==> src/rtl/cam_key_lookup.sv <==
// Search side of the image CAM: stores key/ID pairs in arrival order and answers
// lookups by scanning one entry per clock, returning the lowest-index match.
module cam_key_lookup #(
  parameter int KEY_W = 24,
  parameter int ID_W  = 14,
  parameter int DEPTH = 16,
  parameter int IDX_W = 4
) (
  input  logic             clk,
  input  logic             rst_n,
  input  logic             we,
  input  logic [KEY_W-1:0] wr_key,
  input  logic [ID_W-1:0]  wr_id,
  input  logic             clear,
  output logic             full,
  output logic             wr_err,
  input  logic             req_valid,
  output logic             req_ready,
  input  logic [KEY_W-1:0] req_key,
  output logic             rsp_valid,
  input  logic             rsp_ready,
  output logic             rsp_hit,
  output logic [ID_W-1:0]  rsp_id,
  output logic [IDX_W-1:0] rsp_idx,
  output logic [IDX_W:0]   count
);

  localparam logic [1:0] S_IDLE = 2'd0;
  localparam logic [1:0] S_SCAN = 2'd1;
  localparam logic [1:0] S_DONE = 2'd2;

  localparam logic [IDX_W:0] CNT_FULL = (IDX_W+1)'(DEPTH);
  localparam logic [IDX_W:0] CNT_ONE  = (IDX_W+1)'(1);

  logic [KEY_W-1:0] key_mem [DEPTH];
  logic [ID_W-1:0]  id_mem  [DEPTH];

  logic [1:0]       state_q, state_d;
  logic [IDX_W:0]   count_q, count_d;
  logic [IDX_W-1:0] scan_q, scan_d;
  logic [KEY_W-1:0] key_q, key_d;
  logic             hit_q, hit_d;
  logic [ID_W-1:0]  rid_q, rid_d;
  logic [IDX_W-1:0] ridx_q, ridx_d;
  logic             wr_err_q, wr_err_d;

  logic idle, req_acc, clr, wr_acc, match, last;

  assign idle    = (state_q == S_IDLE);
  assign req_acc = idle & req_valid;
  assign clr     = idle & clear;
  // A request in the same cycle wins over a write; clear wins over both.
  assign wr_acc  = idle & we & ~full & ~clear & ~req_valid;
  assign match   = (key_mem[scan_q] == key_q);
  assign last    = ({1'b0, scan_q} == (count_q - CNT_ONE));

  always_comb begin
    state_d  = state_q;
    count_d  = count_q;
    scan_d   = scan_q;
    key_d    = key_q;
    hit_d    = hit_q;
    rid_d    = rid_q;
    ridx_d   = ridx_q;
    wr_err_d = we & ~clr & ~wr_acc;
    case (state_q)
      S_IDLE: begin
        if (clr)         count_d = '0;
        else if (wr_acc) count_d = count_q + CNT_ONE;
        if (req_acc) begin
          key_d  = req_key;
          scan_d = '0;
          // A same-cycle clear empties the table, so the request sees it empty.
          if (count_q == '0 || clr) begin
            state_d = S_DONE;
            hit_d   = 1'b0;
            rid_d   = '0;
            ridx_d  = '0;
          end else begin
            state_d = S_SCAN;
          end
        end
      end
      S_SCAN: begin
        if (match) begin
          state_d = S_DONE;
          hit_d   = 1'b1;
          rid_d   = id_mem[scan_q];
          ridx_d  = scan_q;
        end else if (last) begin
          state_d = S_DONE;
          hit_d   = 1'b0;
          rid_d   = '0;
          ridx_d  = '0;
        end else begin
          scan_d = scan_q + 1'b1;
        end
      end
      S_DONE: begin
        if (rsp_ready) state_d = S_IDLE;
      end
      default: state_d = S_IDLE;
    endcase
  end

  always_ff @(posedge clk or negedge rst_n) begin
    if (!rst_n) begin
      state_q  <= S_IDLE;
      count_q  <= '0;
      scan_q   <= '0;
      hit_q    <= 1'b0;
      rid_q    <= '0;
      ridx_q   <= '0;
      wr_err_q <= 1'b0;
    end else begin
      state_q  <= state_d;
      count_q  <= count_d;
      scan_q   <= scan_d;
      hit_q    <= hit_d;
      rid_q    <= rid_d;
      ridx_q   <= ridx_d;
      wr_err_q <= wr_err_d;
    end
  end

  // Key/ID storage and the latched search key carry no reset.
  always_ff @(posedge clk) begin
    key_q <= key_d;
    if (wr_acc) begin
      key_mem[count_q[IDX_W-1:0]] <= wr_key;
      id_mem[count_q[IDX_W-1:0]]  <= wr_id;
    end
  end

  assign req_ready = idle;
  assign rsp_valid = (state_q == S_DONE);
  assign rsp_hit   = hit_q;
  assign rsp_id    = rid_q;
  assign rsp_idx   = ridx_q;
  assign wr_err    = wr_err_q;
  assign full      = (count_q == CNT_FULL);
  assign count     = count_q;

endmodule

==> config.mk <==
export PLATFORM = sky130hd
export DESIGN_NAME = cam_key_lookup
export DESIGN_NICKNAME = d
export VERILOG_FILES = /design/src/rtl/cam_key_lookup.sv
export SDC_FILE = /design/constraint.sdc
export NUM_CORES = 1
export LEC_CHECK = 0
export BUFFER_PORTS_ARGS = -buffer_cell sky130_fd_sc_hd__buf_2
export CAP_MARGIN = 20
export CORE_MARGIN = 2
export CORE_UTILIZATION = 30
export CTS_BUF_LIST = sky130_fd_sc_hd__clkbuf_8
export CTS_CLUSTER_SIZE = 20
export DETAILED_ROUTE_END_ITERATION = 16
export PLACE_DENSITY = 0.47
export SLEW_MARGIN = 0
export SYNTH_ARGS = -nofsm -noshare
export SYNTH_HDL_FRONTEND = slang
export SYNTH_SLANG_ARGS = --single-unit
==> constraint.sdc <==
create_clock -name clk -period 6.2 [get_ports clk]
set_input_delay 0.93 -clock clk [delete_from_list [all_inputs] [get_ports clk]]
set_output_delay 0.93 -clock clk [all_outputs]
set_load 0.03 [all_outputs]
==> flow_summary.toml <==
[clock_network]
htreeDepth = 3
numCtsBuffers = 108
insertion_delay_ns = 0.71
cts_resized = 0
cts_tree = "built"
ctsRootBufferMaster = "clkbuf_8"
cts_setup_buffers = 0
clk_path_buf_depth = 3
cts.clk_slew.worst_paths_ns = 0.06
cts_sinks = 663
cts_hold_buf = 0

[die]
start_util_pct = 30.3
ios = 96
core_area_um2 = 85300
die_h_um = 298
placementRows = 107
dieArea_um2 = 88600
dieWidth_um = 298

[global_route]
grt-ovfl-total = 0
antenna_found_initial = 5
grt_max_degree = 66
grt_pass1_vias = 13200
grt_pass1_wl_mm = 94.6
groute.usage.overall_pct = 14.9

[sta]
drv_slew = 0
finalCritPeriodShare_pct = 70.0
final_hold_viol_count = 0
fin_skew_ns = 0.0367
setup-tns-final_ns = 0
relSlewSlack_pct = 29.9
tightest_slew_ns = 1.05
fmax_ghz = 0.230
fin_ws_ns = 1.86
grt_setup_unrepaired = "false"
holdWs_ns = 0.348
setup_viol = 0
period_needed_ns = 4.34

[job]
max-cap-violations = 0

[place]
place.gp.congestion = 0.730
place_ws_ns = 1.75
io_buffers = 95
place_hpwl_mm = 35.6

[yosys]
yosysTopAreaCell = "edfxtp_1"
synthCells = 1178
yosys.area.top_type_share_pct = 73.4
yosysWarningCount = 0
syn_area_per_cell_um2 = 22.0
async_flop_share_pct = 4.68
synthesis.nets = 1252
synthTopCellsByArea = "edfxtp_1 (73%), mux4_2 (13%), dfrtp_1 (3.0%)"
synth_ff_type = "edfxtp_1"
ys_ff_latch = 663
syn-cell-area_um2 = 25900
synth_edf_count = 632
synthDistinctLibCells = 59
seq_area_frac_synth_pct = 76.4

[detailed_routing]
wirelength_mm = 66.2
postRouteAntennaNets = 0
num_vias = 12300
drt_iter0_markers = 1117
drc = 0
wl_per_cell_um = 25.4
first_pass_iters = 7
vias_per_cell = 4.72

[critical_path]
r2r_cells = 9
r2r_start = "scan_q[0]"
critPathMaxStageDelay_ns = 0.92
cp_top_family = "compound AO/OA/AOI/OAI gates"
r2r_slack_ns = 1.86
crit_fanout = 38
r2r_end = "state_q[1]"
crit_chain = "buf_4, buf_4, nor2_1, o32ai_1, xor2_1, nor4_1, and4_1, a31oi_4, o21ai_1"
cp_slowest_cell = "dfrtp_4"
crit_path_frequent_cell = "buf_4"
cp_num_buf_inv = 2
critical_path_arrival_ns = 4.87
required_ns = 6.73
path_class = "reg -> reg"
startpoint_type = "register"
end_kind = "register"

[finish]
final_util_pct = 35.1
fin_nets = 1434
multi_input_area_um2 = 5780
seqCellArea_um2 = 19800
area_growth_pct = 15.6
final_layout_size_suffix_gt1_share_pct = 31.7
layout_common_cells = "edfxtp_1 (632), mux4_2 (155), clkbuf_8 (115), buf_2 (96), inv_1 (61)"
layout_commonest_cell = "edfxtp_1"
fill_cells = 7969

[power_and_ir_drop]
seq_power_share_pct = 53.0
intPower_uw = 7230
fin_total_pwr_uw = 9650
leakagePower_uw = 0.00965
powerDensity_nw_per_um2 = 323
clkPwrFrac_pct = 36.9
switching_share_pct = 25.0
p_sw_uw = 2410
combPwrFrac_pct = 10.1
ir_worst_vdd_v = 0.000136

[min_path]
worstHoldPathType = "in -> async"

[outcome]
outcome = "finished clean"
## layout make-up
| class | instances | area share (%) |
|---|---|---|
| Sequential cell | 663 | 66.1 |
| Inverter | 29 | 0.364 |
| Multi-Input combinational cell | 429 | 19.3 |
| Clock inverter | 90 | 1.53 |
| Clock buffer | 115 | 5.29 |
| Antenna cell | 2 | 0.0167 |
| Tap cell | 1144 | 4.79 |
| Timing Repair Buffer | 129 | 2.57 |
## synth_stat cells, drive strengths merged (8+ instances only)
cell type,n
o2bb2ai,19
nor2,28
o21ai,12
xnor2,29
inv,27
xor2,20
clkbuf,12
mux2i,55
edfxtp,632
a21oi,8
dfrtp,31
buf,45
nand2,15
a22oi,9
mux4,155
## metrics by stage
stage	cell area [um2]	instances
global route	29900	2600
floorplan	25900	1178
global placement	27800	2391
detailed placement	27800	2393
CTS	29900	2598
finish	29900	2601
## cell families (layout without fill, tap and decap cells)
logic type,count (synthesis),count (layout),synth area share [%]
muxes,215,215,15.8
AOI/OAI and AO/OA,74,74,2.46
xor gates and xnor gates,49,49,1.69
adders and majority gates,6,6,0.290
and+or+nand+nor,85,85,1.66
other,0,2,0
DFF,663,663,76.4
buffers and inverters,86,363,1.70
## registers in the layout, summed over array words and instances (netlist names)
| name | cells |
|---|---|
| key_mem | 384 |
| id_mem | 224 |
| rsp_hit | 1 |
| scan_q | 4 |
| rsp_id | 14 |
| key_q | 24 |
| rsp_idx | 4 |
| wr_err | 1 |
| state_q | 2 |
| count | 5 |
## how the worst max path moves through the flow
stage,startpoint,endpoint,slack (ns),cells after the start
6_report,scan_q[0],state_q[1],1.86,9
3_5_place_dp,scan_q[0],state_q[1],1.75,9
2_1_floorplan,count[0],id_mem[1][0],0.42,6
3_3_place_gp,scan_q[0],state_q[1],1.85,9
4_1_cts,scan_q[0],state_q[1],1.71,9
5_1_grt,scan_q[0],state_q[1],1.47,9
## power by group through the flow
stage	clock network, uW	registers, uW	logic (uW)
after floorplan	0	5150	666
after detailed placement	0	5220	986
final	3560	5120	970
after global routing	3860	5130	1050
after CTS	3680	5120	989
after global placement	0	5210	975
## layer usage
layer	vias up	routed length (um)	global-route usage, %	part of all wire (%)
met3	89	2940	2.53	4.4
met4	2	1390	4.79	2.1
met5	-	7	0	0.011
li1	5279	-	-	-
met1	6617	29100	19.9	44
met2	300	32700	24.8	49
Power figures use the tool's default switching activity.
